$ cat config.mk
export PLATFORM = sky130hd
export DESIGN_NAME = aes128_cbc_sequencer
export DESIGN_NICKNAME = d
export VERILOG_FILES = /design/src/rtl/aes128_cbc_sequencer.sv
export SDC_FILE = /design/constraint.sdc
export NUM_CORES = 1
export LEC_CHECK = 0
export BUFFER_PORTS_ARGS = -buffer_cell sky130_fd_sc_hd__buf_2
export CAP_MARGIN = 20
export CORE_AREA = 4 4 348 350
export CTS_BUF_LIST = sky130_fd_sc_hd__clkbuf_8
export DETAILED_ROUTE_END_ITERATION = 10
export DIE_AREA = 0 0 352 354
export PLACE_DENSITY = 0.35
export SYNTH_ARGS = -nofsm -noshare
export SYNTH_HDL_FRONTEND = slang
export SYNTH_SLANG_ARGS = --single-unit
$ cat constraint.sdc
create_clock -name clk -period 1.91 [get_ports clk]
set_clock_uncertainty 0.05 [all_clocks]
set_input_delay 0.191 -clock clk [delete_from_list [all_inputs] [get_ports clk]]
set_output_delay 0.191 -clock clk [all_outputs]
set_load 0.05 [all_outputs]
$ cat src/rtl/aes128_cbc_sequencer.sv
// aes128_cbc_sequencer: CBC-mode encryption front end for an iterative AES-128 core
module aes128_cbc_sequencer #(
    parameter int TIMEOUT = 32
) (
    input  logic         clk,
    input  logic         reset_n,
    input  logic [127:0] key,
    input  logic [127:0] iv,
    input  logic         iv_load,
    input  logic         s_valid,
    output logic         s_ready,
    input  logic [127:0] s_data,
    output logic         m_valid,
    input  logic         m_ready,
    output logic [127:0] m_data,
    output logic         busy,
    output logic         err,
    output logic         core_rst_n,
    output logic [127:0] core_in,
    output logic [127:0] core_key,
    output logic         core_is_decrypt,
    input  logic [127:0] core_out,
    input  logic         core_ready
);
    localparam int TW = $clog2(TIMEOUT + 1);

    typedef enum logic [1:0] {IDLE, LOAD, RUN, OUT} state_t;

    state_t        r_state, w_next;
    logic [127:0]  r_chain, r_in, r_key, r_out;
    logic [TW-1:0] r_tcnt;
    logic          r_err;
    logic          w_iv_take, w_accept, w_done, w_tmo;

    assign w_iv_take = r_state == IDLE && iv_load;
    assign w_accept  = r_state == IDLE && !iv_load && s_valid;
    assign w_done    = r_state == RUN && core_ready;
    assign w_tmo     = r_state == RUN && !core_ready && r_tcnt == TW'(TIMEOUT - 1);

    assign core_in         = r_in;
    assign core_key        = r_key;
    assign core_is_decrypt = 1'b0;
    assign err             = r_err;
    assign m_data          = reset_n ? r_out : '0;

    // state register
    always_ff @(posedge clk) begin
        r_state <= !reset_n ? IDLE : w_next;
    end

    // next state plus stream handshakes and core reset; all quiet while in reset
    always_comb begin
        w_next     = r_state;
        s_ready    = 1'b0;
        m_valid    = 1'b0;
        busy       = 1'b0;
        core_rst_n = 1'b0;
        case (r_state)
            IDLE: begin
                s_ready = !iv_load;
                w_next  = w_accept ? LOAD : IDLE;
            end
            LOAD: begin
                busy   = 1'b1;
                w_next = RUN;
            end
            RUN: begin
                busy       = 1'b1;
                core_rst_n = 1'b1;
                w_next     = core_ready ? OUT : (w_tmo ? IDLE : RUN);
            end
            OUT: begin
                busy       = 1'b1;
                core_rst_n = 1'b1;
                m_valid    = 1'b1;
                w_next     = m_ready ? IDLE : OUT;
            end
            default: w_next = IDLE;
        endcase
        if (!reset_n) begin
            s_ready    = 1'b0;
            m_valid    = 1'b0;
            busy       = 1'b0;
            core_rst_n = 1'b0;
        end
    end

    // chain value, core operands, captured ciphertext, timeout counter and sticky error
    always_ff @(posedge clk) begin
        if (!reset_n) begin
            r_chain <= '0;
            r_in    <= '0;
            r_key   <= '0;
            r_out   <= '0;
            r_tcnt  <= '0;
            r_err   <= 1'b0;
        end else begin
            if (w_iv_take) r_chain <= iv;
            if (w_accept) begin
                r_in  <= s_data ^ r_chain;
                r_key <= key;
            end
            if (r_state == LOAD) r_tcnt <= '0;
            else if (r_state == RUN && !core_ready) r_tcnt <= r_tcnt + 1'b1;
            if (w_done) begin
                r_out   <= core_out;
                r_chain <= core_out;
            end
            if (w_tmo) r_err <= 1'b1;
        end
    end
endmodule

## Word-level counts from Yosys, hierarchy flattened

Index checks and enable logic that the tools add are counted.

- $add $sub $neg: 1
- Multiplexer cells: 16
- Eq/ne operators: 4
- Reduce and logical (&&, ||, !) cells: 13
- Bitwise logic cells: 2

Operators by type and width:

| kind | number |
|---|---|
| $mux 128 | 3 |
| $xor 128x128->128 | 1 |
| $mux 1 | 9 |
| $pmux 2 s4 | 1 |
| $add 6x1->6 const B | 1 |
| $eq 6x5->1 const B | 1 |
| $logic_and 1x1->1 | 6 |
| $mux 2 | 3 |
| $eq 2x2->1 const B | 2 |
| $reduce_or 2->1 | 2 |
| $reduce_or 3->1 | 1 |
| $eq 2x1->1 const B | 1 |
| $logic_not 1->1 | 2 |
| $logic_not 2->1 | 1 |
| $reduce_bool 2->1 | 1 |
| $not 1->1 | 1 |

- Bits in registers: 521
- Output and inout port bits: 390
- Input bits: 518
- Logic and storage cells: 43

## Depth between registers and ports, before layout

Gate-level depths: netlist (run 1).

- Word-level depth: 6
- Gate-level depth with buffers: 6
- Depth with buffers taken out: 4

## Least setup slack after synthesis (run 1)

No wires, ideal clock.

- Path kind: register to output
- From: register r_state[0]
- To: output port s_ready
- Stages on the path, launching flop included: 4
- Data arrival time: 2.273 ns
- Setup slack: -0.604 ns
- Path buffers: 2
- Required time: 1.669 ns
- Cell sequence: dfxtp_1 > clkbuf_1 > clkbuf_1 > nor4_1

- Cells in the longest elaborated chain, start to end: 3

RTL lines:

| item | RTL line | source |
|---|---|---|
| from (decl) | 29 | `state_t r_state, w_next;` |
| from (signal assigned) | 48 | `r_state <= !reset_n ? IDLE : w_next;` |
| $logic_not 2->1 | 58 | `case (r_state)` |
| $mux 1 | 58 |  |
| $mux 1 | 80 | `if (!reset_n) begin` |
| to (decl) | 11 | `output logic s_ready,` |

Every way passes these cells.

## Worst setup path in the final report (run 1)

- From: register r_state[0]
- To: register r_key[34], in the netlist core_key[34]

- Cells in the longest elaborated chain, start to end: 3

RTL lines:

| item | RTL line | source |
|---|---|---|
| $logic_not 2->1 | 36 | `assign w_accept = r_state == IDLE && !iv_load && s_valid;` |
| $logic_and 1x1->1 (2 in series) | 36 |  |
| to (signal assigned) | 101 | `r_key <= key;` |
| to (decl) | 30 | `logic [127:0] r_chain, r_in, r_key, r_out;` |

Every way passes these cells.
A chain may end at the register's enable or synchronous reset.

==> impl_metrics.py, run 1 <==
metrics = {
    "run_status": {
        "outcome": "finished, violations left",
        "violations": "setup timing",
    },
    "logic_synthesis": {
        "netlist_instances": 2315,
        "ys_seq_elements": 521,
        "synth_warnings": 0,
        "synth_seq_area_share_pct": 50.5,
        "post_synth_num_cell_types": 42,
        "synth_flop_cell": "dfxtp_1",
        "yosys.area.top_type": "dfxtp_1",
        "syn_area_per_cell_um2": 8.91,
        "synthArstFlopShare_pct": 0,
        "syn_area_um2": 20600,
        "ys_top_cells_by_area": "dfxtp_1, nand2_1, o221a_2",
        "syn-num-nets": 2834,
        "synth_top_area_share_pct": 50.5,
        "synth_edf_count": 0,
    },
    "clock_tree": {
        "clock_sinks": 521,
        "clock_tree.root_cell": "clkbuf_8",
        "clk_path_buf_depth": 3,
        "htree_num_levels": 3,
        "tritoncts": "built",
        "clk_latency_ps": 740,
        "cts_made_buffers": 104,
        "path_clk_slew_ps": 60,
    },
    "sta": {
        "rsz0062_at_grt": "yes",
        "hold_ws_ps": 144,
        "max_clock_freq_mhz": 492,
        "setup_viol": 127,
        "min_period_ps": 2030,
        "worst_slew_pin_slew_ps": 825,
        "tns_ps": -8440,
        "relSlewSlack_pct": 44.8,
        "hold_viol_final": 0,
        "period_share_pct": 106,
        "slew_violations": 0,
        "worst_slack_ps": -122,
    },
    "global_route": {
        "antenna_found_initial": 14,
        "grt.overflow.total": 0,
        "grt_pass1_vias": 23600,
        "grt_pass1_wl_um": 155000,
        "grt_usage_pct": 16.3,
        "grt_max_degree": 73,
    },
    "min_path": {
        "min_path_type": "in2reg",
    },
    "power": {
        "power_mw": 31.4,
        "p_sw_mw": 10.2,
        "ir_worst_vdd_v": 0.000495,
        "leakage_nw": 16.2,
        "switching_share_pct": 32.6,
        "cellPowerDensity_nw_per_um2": 822,
        "internal-power_mw": 21.1,
        "clkPwrFrac_pct": 37.6,
        "p_seq_share_pct": 38.8,
        "combPwrFrac_pct": 23.6,
    },
    "worst_setup_path": {
        "cp_data_arrival_time_ps": 2580,
        "path_max_fanout": 7,
        "cp.required_ps": 2460,
        "slowest_stage": "or4b_4",
        "critPathCaptureType": "flop",
        "crit_path_start_kind": "flop",
        "critical_path_buf_inv_count": 4,
        "critical_path_class": "reg2reg",
        "path_delay_family": "simple AND/OR/NAND/NOR gates",
        "crit_chain": "buf_6 -> buf_6 -> or4b_4 -> clkbuf_16 -> clkbuf_16 -> nand2_4 -> a21oi_2",
        "cp_slowest_stage_delay_ps": 690,
    },
    "floorplanning": {
        "dieArea_um2": 125000,
        "ioPinCount": 908,
        "die_h_um": 354,
        "die_width_um": 352,
        "start_util_pct": 17.5,
        "core_region_area_um2": 118000,
        "rows": 126,
    },
    "place": {
        "place_area_um2": 27500,
        "port_buffers": 906,
        "hpwl_um": 77000,
        "place_inst": 4645,
        "place_ws_ps": 83.6,
        "gp_congestion": 0.809,
    },
    "final_layout": {
        "nets": 4337,
        "multiInputGateArea_um2": 11000,
        "nFillCells": 12500,
        "regArea_um2": 10400,
        "mostFrequentLayoutCell": "buf_2",
        "layout_common_cells": "buf_2, dlygate4sd3_1, dfxtp_1, nand2_1, a21oi_1",
        "drive_above_1_share_pct": 42.1,
        "area_growth_pct": 84.9,
        "finish.utilization_pct": 32.4,
        "fin_area_um2": 38200,
        "layout.cells.non_filler": 5445,
    },
    "route": {
        "drt_iter0_drc": 1101,
        "routed_wl_um": 113000,
        "routed-via-count": 22700,
        "drc": 0,
        "drtAntennaViolNets": 0,
        "first_pass_iters": 5,
        "post_drt_via_cell_ratio": 4.17,
        "wl_per_cell_um": 20.8,
    },
    "run": {
        "cap_violations": 0,
    },
}
-- power by group through the flow --
stage | logic (mW) | clock network, mW | registers [mW]
after floorplan | 2.15 | 0 | 13.5
after global placement | 5.54 | 0 | 12.3
after detailed placement | 5.54 | 0 | 12.3
after CTS | 6.57 | 12.3 | 12.1
after global routing | 7.90 | 12.8 | 12.3
final | 7.40 | 11.8 | 12.2
-- synth_stat cells (2+ instances only) --
master / count
buf_1: 11
nand3_1: 2
buf_4: 3
a31oi_1: 3
nor2b_1: 2
nor4bb_1: 2
nand2_1: 515
buf_2: 69
nand4b_1: 3
or4_1: 2
dfxtp_1: 521
nor2_1: 133
xnor2_1: 128
a21oi_1: 260
o211ai_1: 4
a211oi_1: 128
clkbuf_1: 121
o21ai_0: 2
and2_1: 128
o21a_1: 129
o221a_2: 128
-- path summary, 6_finish.rpt --
kind / from / to / slack (ps) / depth (start not counted)
setup / recovery: r_state[0] / core_key[34] / -120 / 7
hold / removal: reset_n / r_chain[57] / 140 / 5
setup reg to reg: r_state[0] / core_key[34] / -120 / 7
hold reg to reg: r_out[82] / r_out[82] / 400 / 2
-- per-layer routing --
metal / vias to the layer above / wire (µm) / part of all wire, % / GRT usage, %
li1: 11000 / - / - / -
met1: 10700 / 46900 / 41 / 18.6
met2: 692 / 55700 / 49 / 28.3
met3: 205 / 6500 / 5.7 / 4.71
met4: 0 / 4260 / 3.8 / 6.82
met5: - / 0 / 0 / 0
-- flip-flops by register name, summed over array words and instances, names as in the netlist --
signal    flops
r_out       128
core_key    128
r_tcnt        6
r_state       2
r_chain     128
err           1
core_in     128
-- final cells by class --
class / instances / share of cell area (%)
clock inverter: 61 / 0.987
multi-input combinational: 1587 / 28.7
tap: 1536 / 5.04
timing repair buffer: 1601 / 33.3
inverter: 3 / 0.0787
antenna: 12 / 0.0787
sequential: 521 / 27.4
clock buffer: 124 / 4.47
-- what timing repair did --
action,in CTS,in global routing
resized for setup,40,462
cloned,2,43
hold endpoints to repair,521,1
hold buffers,526,1
setup endpoints to repair,12,231
pin swaps,5,271
setup buffers,10,22
-- worst register-to-register path, stage by stage, from the launching register on --
cell and delay (ps):
dfxtp_4 350, buf_6 120, buf_6 120, or4b_4 690, clkbuf_16 270, clkbuf_16 200, nand2_4 70, a21oi_2 40
-- logic make-up after synthesis --
family	after synthesis	share of synthesized area (%)
simple gates	798	16.6
compound gates	658	23.1
flops	521	50.5
buf+inv	207	4.24
xor+xnor	128	5.43
fa+ha+maj	1	0.0606
other cells	1	0.0182
mux	1	0.0485
Note: power is estimated with default switching activity, not from simulation.
==> run 2: changes to the inputs <==
- RECOVER_POWER: unset -> 100
- SLEW_MARGIN: unset -> 20
==> run 2 against run 1 <==
Against the previous run: the flow still finishes with violations (setup timing); highest routed layer unchanged; critical path type unchanged; largest cell class unchanged; non-clock buffer count unchanged; die area unchanged; via count about the same.
==> impl_metrics.py, run 2 (same netlist as run 1, synthesis figures left out) <==
metrics = {
    "sta": {
        "hold_ws_ps": 138,
        "hold_viol_final": 0,
        "worst_slack_ps": -120,
        "period_share_pct": 106,
        "rsz0062_at_grt": "yes",
        "max_clock_freq_mhz": 493,
        "slew_violations": 0,
        "worst_slew_pin_slew_ps": 834,
        "relSlewSlack_pct": 44.2,
        "min_period_ps": 2030,
        "setup_viol": 249,
        "tns_ps": -14470,
    },
    "worst_setup_path": {
        "critPathCaptureType": "flop",
        "critical_path_class": "reg2reg",
        "crit_path_start_kind": "flop",
        "r2r-start": "r_state[0]",
        "cp_data_arrival_time_ps": 2590,
        "cp.required_ps": 2470,
        "ff2ff_path_depth": 7,
        "reg2reg_setup_slack_ps": -120,
        "rr_endpoint": "core_key[34]",
        "path_max_fanout": 7,
    },
    "power": {
        "ir_worst_vdd_v": 0.000495,
        "cellPowerDensity_nw_per_um2": 824,
        "leakage_nw": 15.8,
        "power_mw": 31.3,
    },
    "global_route": {
        "top_usage_layer": "met2",
        "gr-usage-met2_pct": 28.3,
        "antenna_found_initial": 14,
        "grt_usage_pct": 16.3,
        "met1_usage_pct": 18.6,
        "grtUsageMet3_pct": 4.71,
        "grt_max_degree": 73,
        "grt_pass1_wl_um": 155000,
        "grt.overflow.total": 0,
        "grt_pass1_vias": 23600,
    },
    "clock_tree": {
        "clk_latency_ps": 750,
        "cts_made_buffers": 104,
        "path_clk_slew_ps": 60,
        "htree_num_levels": 3,
        "clock_sinks": 521,
        "tritoncts": "built",
        "clk_path_buf_depth": 3,
        "clock_tree.root_cell": "clkbuf_8",
    },
    "final_layout": {
        "nets": 4337,
        "nFillCells": 12500,
        "area_growth_pct": 84.3,
        "drive_above_1_share_pct": 42.1,
        "layout.cells.non_filler": 5444,
        "layout_common_cells": "dlygate4sd3_1, buf_2, dfxtp_1, nand2_1, clkbuf_2",
    },
    "place": {
        "gp_congestion": 0.809,
        "place_ws_ps": 83.6,
        "place_inst": 4645,
        "port_buffers": 906,
        "hpwl_um": 77000,
    },
    "floorplanning": {
        "start_util_pct": 17.5,
        "core_region_area_um2": 118000,
        "ioPinCount": 908,
        "rows": 126,
        "dieArea_um2": 125000,
        "die_h_um": 354,
        "die_width_um": 352,
    },
    "route": {
        "routed-via-count": 22700,
        "routed_wl_um": 113000,
        "wl_per_cell_um": 20.8,
        "drt_iter0_drc": 1089,
        "first_pass_iters": 5,
        "drtAntennaViolNets": 0,
        "drc": 0,
        "post_drt_via_cell_ratio": 4.17,
    },
    "min_path": {
        "min-delay-start": "reset_n",
        "min_path_type": "in2reg",
        "holdPathEnd": "r_chain[57]",
        "min_path_cells": 5,
    },
    "run": {
        "cap_violations": 0,
    },
    "run_status": {
        "outcome": "finished, violations left",
        "violations": "setup timing",
    },
}
run 2: timing repair:
item | in CTS | in global routing
hold endpoints to repair | 521 | 1
gates resized for setup | 40 | 462
cloned | 2 | 43
buffers inserted | 10 | 22
pin swaps | 5 | 271
endpoints found under the setup margin | 12 | 231
hold buffers | 526 | 1
run 2: worst max path at each step:
stage | slack (ps) | depth (start not counted) | to | startpoint
3_5_place_dp | 80 | 4 | core_key[90] | r_state[1]
3_3_place_gp | 100 | 4 | core_key[70] | r_state[1]
5_1_grt | -220 | 3 | s_ready | r_state[0]
4_1_cts | -200 | 3 | s_ready | r_state[1]
6_report | -120 | 7 | core_key[34] | r_state[0]
2_1_floorplan | -30 | 3 | s_ready | r_state[0]
run 2: worst max-delay path, cell delays in order, from the launching register on:
cell       delay (ps)
dfxtp_4           360
buf_6             120
buf_6             120
or4b_4            690
clkbuf_16         250
clkbuf_16         190
nand2_4            60
a21oi_2            40
run 2: metal layers:
metal / up-vias / part of all wire, %
met5: - / 0
met4: 0 / 3.8
met3: 211 / 5.7
met2: 710 / 49
met1: 10700 / 41
li1: 11000 / -
run 2: final cells by class:
| class | instances | area, µm² | area share, % |
|---|---|---|---|
| Inverter | 3 | 30.0 | 0.0790 |
| Clock buffer | 124 | 1710 | 4.49 |
| Timing Repair Buffer | 1601 | 12600 | 33.1 |
| Tap cell | 1536 | 1920 | 5.05 |
| Sequential cell | 521 | 10400 | 27.5 |
| Multi-Input combinational cell | 1587 | 10900 | 28.8 |
| Clock inverter | 61 | 377 | 0.990 |
| Antenna cell | 11 | 27.5 | 0.0724 |
run 2: per-stage QoR:
step / area [µm²] / util, %
after floorplan: 20700 / -
after global placement: 27500 / 23.4
after detailed placement: 27500 / 23.4
after CTS: 35200 / 29.9
after global routing: 38000 / 32.3
final: 38000 / 32.3
run 2: power by group:
part | internal, mW | switching (mW)
clock | 6.30 | 5.48
combinational | 3.15 | 4.21
sequential | 11.6 | 0.561
